### src/rtl/apb_completer_regfile.sv
// APB4 completer with a small byte-strobed register bank, fixed wait states and PSLVERR.
// Register 0 is a read-only ID word; the other registers clear on reset.
module apb_completer_regfile #(
  parameter int unsigned          AddrWidth  = 32,
  parameter int unsigned          DataWidth  = 32,
  parameter int unsigned          NumRegs    = 16,
  parameter int unsigned          WaitStates = 2,
  parameter logic [DataWidth-1:0] IdValue    = 32'hA9B00001
) (
  input  logic                     PCLK,
  input  logic                     reset,
  input  logic                     PSEL,
  input  logic                     PENABLE,
  input  logic                     PWRITE,
  input  logic [AddrWidth-1:0]     PADDR,
  input  logic [DataWidth-1:0]     PWDATA,
  input  logic [DataWidth/8-1:0]   PSTRB,
  output logic                     PREADY,
  output logic [DataWidth-1:0]     PRDATA,
  output logic                     PSLVERR
);

  localparam int unsigned StrbWidth = DataWidth / 8;
  localparam int unsigned IdxWidth  = (NumRegs > 1) ? $clog2(NumRegs) : 1;
  localparam int unsigned CntWidth  = (WaitStates > 0) ? $clog2(WaitStates + 1) : 1;

  typedef enum logic [0:0] {StIdle, StAccess} state_e;

  state_e                state_q, state_d;
  logic [CntWidth-1:0]   cnt_q, cnt_d;
  logic [DataWidth-1:0]  regs_q [NumRegs];

  logic [AddrWidth-1:0]  idx_full;
  logic [IdxWidth-1:0]   idx;
  logic                  misaligned;
  logic                  out_of_range;
  logic                  err;
  logic                  wr_en;
  logic                  rd_en;
  logic [DataWidth-1:0]  rd_word;

  // Address decode
  assign idx_full     = PADDR / AddrWidth'(StrbWidth);
  assign misaligned   = (PADDR % AddrWidth'(StrbWidth)) != '0;
  assign out_of_range = idx_full >= AddrWidth'(NumRegs);
  assign idx          = idx_full[IdxWidth-1:0];
  assign err          = misaligned | out_of_range | (PWRITE & (idx_full == '0));

  assign PREADY  = (state_q == StAccess) & PSEL & PENABLE & (cnt_q == '0);
  assign PSLVERR = PREADY & err;
  assign wr_en   = PREADY & PWRITE & ~err;
  assign rd_en   = PREADY & ~PWRITE & ~err;

  assign rd_word = (idx == '0) ? IdValue : regs_q[idx];
  assign PRDATA  = rd_en ? rd_word : '0;

  always_comb begin
    state_d = state_q;
    cnt_d   = cnt_q;
    unique case (state_q)
      StIdle: begin
        // PSEL & PENABLE without a setup phase is ignored here.
        if (PSEL && !PENABLE) begin
          state_d = StAccess;
          cnt_d   = CntWidth'(WaitStates);
        end
      end
      StAccess: begin
        if (!PSEL) begin
          state_d = StIdle;
        end else if (!PENABLE) begin
          // A fresh setup phase restarts the wait count.
          cnt_d = CntWidth'(WaitStates);
        end else if (cnt_q != '0) begin
          cnt_d = cnt_q - CntWidth'(1);
        end else begin
          state_d = StIdle;
        end
      end
      default: state_d = StIdle;
    endcase
  end

  always_ff @(posedge PCLK) begin
    if (reset) begin
      state_q <= StIdle;
      cnt_q   <= '0;
    end else begin
      state_q <= state_d;
      cnt_q   <= cnt_d;
    end
  end

  always_ff @(posedge PCLK) begin
    if (reset) begin
      for (int r = 0; r < NumRegs; r++) begin
        regs_q[r] <= '0;
      end
    end else if (wr_en) begin
      for (int b = 0; b < StrbWidth; b++) begin
        if (PSTRB[b]) begin
          regs_q[idx][8*b +: 8] <= PWDATA[8*b +: 8];
        end
      end
    end
  end

endmodule

### config.mk
export PLATFORM = sky130hd
export DESIGN_NAME = apb_completer_regfile
export DESIGN_NICKNAME = d
export VERILOG_FILES = /design/src/rtl/apb_completer_regfile.sv
export SDC_FILE = /design/constraint.sdc
export NUM_CORES = 1
export LEC_CHECK = 0
export CORE_MARGIN = 3
export CORE_UTILIZATION = 60
export CTS_CLUSTER_SIZE = 25
export DETAILED_ROUTE_END_ITERATION = 8
export GPL_TIMING_DRIVEN = 0
export PLACE_DENSITY = 0.79
export REMOVE_ABC_BUFFERS = 1
export SLEW_MARGIN = 25
export SYNTH_ARGS = -nofsm -noshare
export SYNTH_HDL_FRONTEND = slang
export SYNTH_SLANG_ARGS = --single-unit
### constraint.sdc
create_clock -name PCLK -period 2.9 [get_ports PCLK]
set_input_delay 0.725 -clock PCLK [delete_from_list [all_inputs] [get_ports PCLK]]
set_output_delay 0.725 -clock PCLK [all_outputs]
set_load 0.005 [all_outputs]
==> reports/metrics.cfg, run 1 <==
[drt]
routedWlPerCell_um = 30.8
vias = 15300
routed_wl_um = 69100
met3_wirelength_um = 9420
ant_nets = 0
post-route-drc-count = 0
route.met2.wl_um = 33000
viasPerCell = 6.83
top_layer_used = met5
met1_length_um = 22200
initialDrtViolationCount = 2198
firstDrtPassIters = 6

[worst_setup_path]
critPathArrivalTime_ns = 2.72
cp-end-kind = output pin
max_stage_delay_ns = 0.37
crit_fanout = 19
reg2reg_from = cnt_q[0]
regToRegSetupSlack_ns = -0.32
start_kind = primary input
critPathKind = primary input to output pin
timing.rr.end = regs_q[11][14]
r2r_cells = 10
crit_required_ns = 2.17
cp_cell_sequence = buf_4, nor2_4, buf_16, buf_16, o211ai_1, nor3b_4, buf_12, nand2b_4, buf_4, a21oi_4, buf_2
cpMaxStageDelayCell = nor3b_4

[power]
pwr-share-seq_pct = 53.4
cellLeakagePower_nw = 9.01
clockPowerShare_pct = 39.1
power_density_nw_per_um2 = 588
combPwrFrac_pct = 7.6
ir_worst_vdd_mv = 0.533
switching_share_pct = 22.4
p_sw_mw = 3.52
internal_power_mw = 12.2

[sta]
relSlewSlack_pct = 33.3
hold_viol_final = 0
min_period_over_period_pct = 119
period_needed_ns = 3.45
setup_viol = 759
hold_slack_ns = 0.586
slew_violations = 0
finalSetupTns_ns = -106.67
rsz0062_at_grt = yes
skew_ns = 0.0266
timing.fmax_mhz = 290
fin_ws_ns = -0.548
worstMarginPinSlew_ns = 0.999

[die]
die_h_um = 201
rows = 70
core_area_um2 = 37000
start_util_pct = 61.6
die_x_um = 201
io-pin-count = 107
die_area_um2 = 40300

[synthesis]
ys.flop_type = edfxtp_1
synth_cell_types = 41
synth_cells = 1589
syn_avg_cell_area_um2 = 14.3
synth-seq-area-share_pct = 67.0
ys_ff_latch = 509
synthesis.yosys.warnings = 0
synth_edf_count = 506
async_flop_share_pct = 0
syn_area_um2 = 22800

[min_path]
hp-class = register to register
holdCritStartpoint = cnt_q[1]
hold_depth = 3
worstHoldEndpoint = cnt_q[1]

[finish]
diodes = 0
drive_above_1_share_pct = 26.8
final_area_um2 = 26800
nets = 1776
mostFrequentLayoutCells = edfxtp_1 (506), nor2_1 (502), mux4_2 (114)
area_delta_synth_final_pct = 17.7
final_common_cell = edfxtp_1

[global_route]
grt_pass1_wl_um = 92600
grt_use_total_pct = 30.8
grt_antenna_before_repair = 1
grt_pass1_vias = 15000
grt_overflow = 0
grt_max_degree = 73

[clocking]
clockRootBuffer = clkbuf_16
cts.reportedPaths.clkPinSlew_ns = 0.05
clock_tree.buffer_depth = 3
htree_num_levels = 2
cts_buffers = 51
clk_latency_ns = 0.58
cts_sinks = 509
cts_tree = done

[status]
status = complete, but fails checks
violations = negative setup slack

[flow_run]
drv_cap = 0

[place]
place_congestion = 0.809
dpl-instance-area_um2 = 24000
hpwl_um = 34100
port_buffers = 106

-- metal layers --
metal / up-vias / global-route usage (%)
met5: - / 0
li1: 6102 / -
met1: 7492 / 40.7
met4: 2 / 12.9
met2: 1369 / 50.8
met3: 337 / 6.18
-- power groups by stage --
stage	Combinational, mW	Clock (mW)	Sequential [mW]
global placement	1.11	0	8.53
floorplan	0.525	0	8.51
finish	1.19	6.15	8.40
global route	1.23	6.44	8.42
detailed placement	1.01	0	8.55
CTS	1.12	6.10	8.40
-- stage by stage --
step	utilization [%]	std cells	power, mW	setup WS (ns)
2_1_floorplan	-	1458	9.04	-1.12
3_3_place_gp	64.0	2068	9.64	-10.21
3_5_place_dp	65.0	2081	9.56	-2.51
4_1_cts	71.5	2218	15.6	-0.480
5_1_grt	72.5	2242	16.1	-0.614
6_report	72.5	2242	15.7	-0.548
-- registers in the layout, summed over array words and instances, names as in the netlist --
| signal | flops |
|---|---|
| cnt_q | 2 |
| regs_q | 506 |
| state_q | 1 |
-- synth_stat cells (2+ instances only) --
cell	count	area (um^2)
nor2_1	502	1880
dfxtp_1	3	60.1
nand3_1	7	35.0
a21oi_1	39	195
and2b_1	2	15.0
nor2b_1	4	25.0
buf_6	31	349
o21bai_1	2	15.0
buf_2	40	200
a22oi_1	58	435
edfxtp_1	506	15200
inv_1	4	15.0
a211oi_1	5	37.5
nand4_1	2	12.5
buf_4	3	22.5
nor4_2	3	37.5
nand2b_1	5	31.3
clkbuf_1	73	274
nor2_4	2	22.5
a21o_1	62	465
o22ai_1	4	25.0
nor3_1	7	35.0
mux4_2	114	2570
nor3b_1	3	22.5
and2_1	10	62.6
nand3_4	10	175
nor4_1	5	31.3
nand2_1	44	165
mux2i_1	21	210
buf_1	7	26.3
-- critical path: cells and delay by family --
family,cells,cell delay (ns)
AND/OR/NAND/NOR,3,0.58
buffers and inverters,6,1.08
AO/OA/AOI/OAI,2,0.31
-- cell type report --
type                            instances  area [um^2]
Inverter                                4         15.0
Clock buffer                           66         1380
Multi-Input combinational cell        959         7470
Sequential cell                       509        15300
Tap cell                              504          631
Timing Repair Buffer                  177         1910
Clock inverter                         23          133
Fill cell                            2271        10200
-- timing repair --
| action | in CTS | in global routing |
|---|---|---|
| hold buffers | 0 | 0 |
| cloned | 9 | 12 |
| setup buffers | 40 | 15 |
| pin swaps | 19 | 25 |
| setup endpoints to repair | 993 | 927 |
| gates resized for setup | 329 | 86 |
-- worst max path at each step --
stage | start | end
global route | PADDR[27] | PRDATA[23]
floorplan | PADDR[30] | regs_q[7][15]
global placement | PADDR[2] | PRDATA[23]
detailed placement | PADDR[4] | PRDATA[0]
finish | PADDR[4] | PRDATA[20]
CTS | cnt_q[1] | PRDATA[14]
-- logic make-up after synthesis --
family | Yosys count | share of synthesized area (%)
simple gates | 610 | 11.4
mux | 135 | 12.2
other cells | 1 | 0.0165
buf+inv | 160 | 4.01
fa+ha+maj | 1 | 0.0550
flops | 509 | 67.0
compound gates | 173 | 5.28
Note: power is estimated with default switching activity, not from simulation.
==> run 2: changes to the inputs <==
--- a/config.mk
+++ b/config.mk
@@ -6,13 +6,11 @@
 export NUM_CORES = 1
 export LEC_CHECK = 0
 export CORE_MARGIN = 3
-export CORE_UTILIZATION = 60
+export CORE_UTILIZATION = 25
 export CTS_CLUSTER_SIZE = 25
 export DETAILED_ROUTE_END_ITERATION = 8
 export GPL_TIMING_DRIVEN = 0
-export PLACE_DENSITY = 0.79
 export REMOVE_ABC_BUFFERS = 1
-export SLEW_MARGIN = 25
 export SYNTH_ARGS = -nofsm -noshare
 export SYNTH_HDL_FRONTEND = slang
 export SYNTH_SLANG_ARGS = --single-unit
==> run 2 against run 1 <==
  * The run still ends with negative setup slack left
  * Clock-buffer cell count did not move
  * Non-clock buffer count is 13 lower
  * Core utilization shrank 42 points
  * Wire length is 1.2% lower
  * First-iteration DRC count is 32% lower
  * Combinational power about the same
  * Worst hold slack worse by 0.029 ns
  * Global-route usage down 17 points
  * Design area rose by 2.6%
  * Critical endpoint is now PRDATA[0]
  * Highest routed layer is now met4
==> reports/metrics.cfg, run 2 (synthesis gave the netlist of run 1 again) <==
[status]
status = complete, but fails checks  ; unchanged
violations = negative setup slack  ; unchanged

[drt]
ant_nets = 0  ; unchanged
vias = 14300  ; was 15,300
post-route-drc-count = 0  ; unchanged
firstDrtPassIters = 7  ; was 6
viasPerCell = 4.92  ; was 6.83
met3_wirelength_um = 6170  ; was 9420 um
routed_wl_um = 68200  ; was 69,100 um
initialDrtViolationCount = 1501  ; was 2,198
met1_length_um = 26800  ; was 22,200 um
route.met2.wl_um = 33300  ; was 33,000 um
routedWlPerCell_um = 23.6  ; was 30.8 um
top_layer_used = met4  ; was met5

[power]
pwr-share-seq_pct = 52.6  ; was 53.4%
clockPowerShare_pct = 40.2  ; was 39.1%
ir_worst_vdd_mv = 0.382  ; was 0.533 mV
power.total_mw = 16.0  ; was 15.7 mW
power_density_nw_per_um2 = 581  ; was 588 nW/um^2
combPwrFrac_pct = 7.3  ; was 7.6%
cellLeakagePower_nw = 9.02  ; was 9.01 nW
p_sw_mw = 3.49  ; was 3.52 mW
internal_power_mw = 12.5  ; was 12.2 mW
switching_share_pct = 21.9  ; was 22.4%

[finish]
fin_util_pct = 30.5  ; was 72.5%
reg.largest.list = regs_q (506), cnt_q (2), state_q (1)  ; unchanged
drive_above_1_share_pct = 24.3  ; was 26.8%
top_register = regs_q  ; unchanged
mostFrequentLayoutCells = edfxtp_1 (506), nor2_1 (502), mux4_2 (114)  ; unchanged
nets = 1752  ; was 1,776
fin_cells = 2897  ; was 2,242
largest_register_ffs = 506  ; unchanged
final_common_cell = edfxtp_1  ; unchanged
area_delta_synth_final_pct = 20.8  ; was 17.7%

[global_route]
grt_max_degree = 73  ; unchanged
grt_use_total_pct = 14.1  ; was 30.8%
grt_pass1_wl_um = 97400  ; was 92,600 um
grt_pass1_vias = 14200  ; was 15,000
grt_antenna_before_repair = 2  ; was 1
grt_overflow = 0  ; unchanged

[clocking]
clockRootBuffer = clkbuf_16  ; unchanged
cts_sinks = 509  ; unchanged
cts_buffers = 52  ; was 51
cts.reportedPaths.clkPinSlew_ns = 0.06  ; was 0.05 ns
clock_tree.buffer_depth = 3  ; unchanged
cts_tree = done  ; unchanged
htree_num_levels = 2  ; unchanged
postCtsHoldBufs = 0  ; unchanged
clk_latency_ns = 0.59  ; was 0.58 ns

[place]
hpwl_um = 39800  ; was 34,100 um
port_buffers = 106  ; unchanged
place_congestion = 0.780  ; was 0.809
dp_cells = 2752  ; was 2,081

[sta]
period_needed_ns = 3.34  ; was 3.45 ns
hold_viol_final = 0  ; unchanged
timing.fmax_mhz = 299  ; was 290 MHz
fin_ws_ns = -0.441  ; was -0.548 ns
slew_violations = 0  ; unchanged
rsz0062_at_grt = yes  ; unchanged
finalSetupTns_ns = -11.83  ; was -106.67 ns
skew_ns = 0.00637  ; was 0.0266 ns
setup_viol = 32  ; was 759
relSlewSlack_pct = 51.3  ; was 33.3%
worstMarginPinSlew_ns = 0.727  ; was 0.999 ns
min_period_over_period_pct = 115  ; was 119%

[worst_setup_path]
critPathTopFamily = buffers and inverters  ; unchanged
max_stage_delay_ns = 0.30  ; was 0.37 ns
cpMaxStageDelayCell = dfxtp_1  ; was nor3b_4
crit_required_ns = 2.17  ; about the same
crit_buf_inv = 5  ; was 6
critPathArrivalTime_ns = 2.62  ; was 2.72 ns
cp_cell_sequence = inv_2, ha_4, and4_1, nand4_1, buf_6, nor3b_4, nand2b_4, buf_8, buf_4, a21oi_4, buf_2  ; was buf_4, nor2_4, buf_16, buf_16, o211ai_1, nor3b_4, buf_12, nand2b_4, buf_4, a21oi_4, buf_2
start_kind = register  ; was primary input
crit_fanout = 4  ; was 19
cp-end-kind = output pin  ; unchanged
critPathKind = register to output pin  ; was primary input to output pin

[die]
die_h_um = 308  ; was 201 um
start_util_pct = 25.2  ; was 61.6%
io-pin-count = 107  ; unchanged
die_area_um2 = 94700  ; was 40,300 um^2
die_x_um = 308  ; was 201 um
core_area_um2 = 90100  ; was 37,000 um^2
rows = 110  ; was 70

[min_path]
hp-class = primary input to register  ; was register to register

[flow_run]
drv_cap = 0  ; unchanged

## run 2: cell count changes in the layout (fill, tap and decap cells not counted), moves of 7 or more
cell | previous run | this run
a21o_1 | 3 | 18
a21o_2 | 52 | 44
a21o_4 | 7 | 0
a21oi_2 | 16 | 3
a21oi_4 | 15 | 28
## run 2: final cells by class
class,count,area [um^2]
multi-input cells,947,7320
well taps,1176,1470
flip-flops and latches,509,15300
inverters,4,15.0
fillers,8811,62700
repair buffers,164,1820
diodes,2,5.00
clock buffers,66,1380
clock inverters,29,228
## run 2: power by group through the flow
stage               Sequential, mW  Clock, mW  Combinational, mW
finish                        8.39       6.41               1.16
global route                  8.41       6.77               1.22
CTS                           8.39       6.48               1.15
detailed placement            8.55          0               1.03
global placement              8.53          0               1.16
floorplan                     8.51          0              0.525
## run 2: worst paths after layout
path,slack (ns),depth (start not counted),end,startpoint
max,-0.44,11,PRDATA[0],cnt_q[1]
min,0.56,2,state_q,reset
max reg2reg,0.10,10,regs_q[12][4],cnt_q[1]
min reg2reg,0.60,3,cnt_q[1],cnt_q[1]
## run 2: worst reg2reg max path, delay by kind of cell (launching register included)
kind,cells,cell delay [ns]
compound gates,1,0.37
fa+ha+maj,1,0.13
buf+inv,4,0.73
flops,1,0.30
simple gates,4,0.96
## run 2: through the flow
| stage | hold WS, ns | area [um^2] | setup WS, ns |
|---|---|---|---|
| 5_1_grt | 0.554 | 27500 | -0.514 |
| 2_1_floorplan | 0.447 | 21900 | -1.12 |
| 3_5_place_dp | 0.493 | 24800 | -2.72 |
| 3_3_place_gp | 0.482 | 24500 | -10.77 |
| 4_1_cts | 0.486 | 27400 | -0.472 |
| 6_report | 0.557 | 27500 | -0.441 |
## run 2: routing by layer
| layer | global-route usage, % | vias up |
|---|---|---|
| met3 | 2.70 | 127 |
| met5 | 0 | - |
| li1 | - | 6025 |
| met2 | 23.1 | 763 |
| met1 | 18.9 | 7343 |
| met4 | 4.54 | 0 |
## run 2: timing repair
action                     4_1_cts  5_1_grt
buffers inserted                35        6
gates resized for setup        317       69
pin swaps                       19       12
setup endpoints to repair      993      288
cloned                           8        0
==> run 3: changes to the inputs <==
--- a/config.mk
+++ b/config.mk
@@ -5,6 +5,7 @@
 export SDC_FILE = /design/constraint.sdc
 export NUM_CORES = 1
 export LEC_CHECK = 0
+export ABC_CLOCK_PERIOD_IN_PS = 2900
 export CORE_MARGIN = 3
 export CORE_UTILIZATION = 25
 export CTS_CLUSTER_SIZE = 25
==> results of run 3 <==
The final DEF is identical to that of run 2; final timing and power are the same.
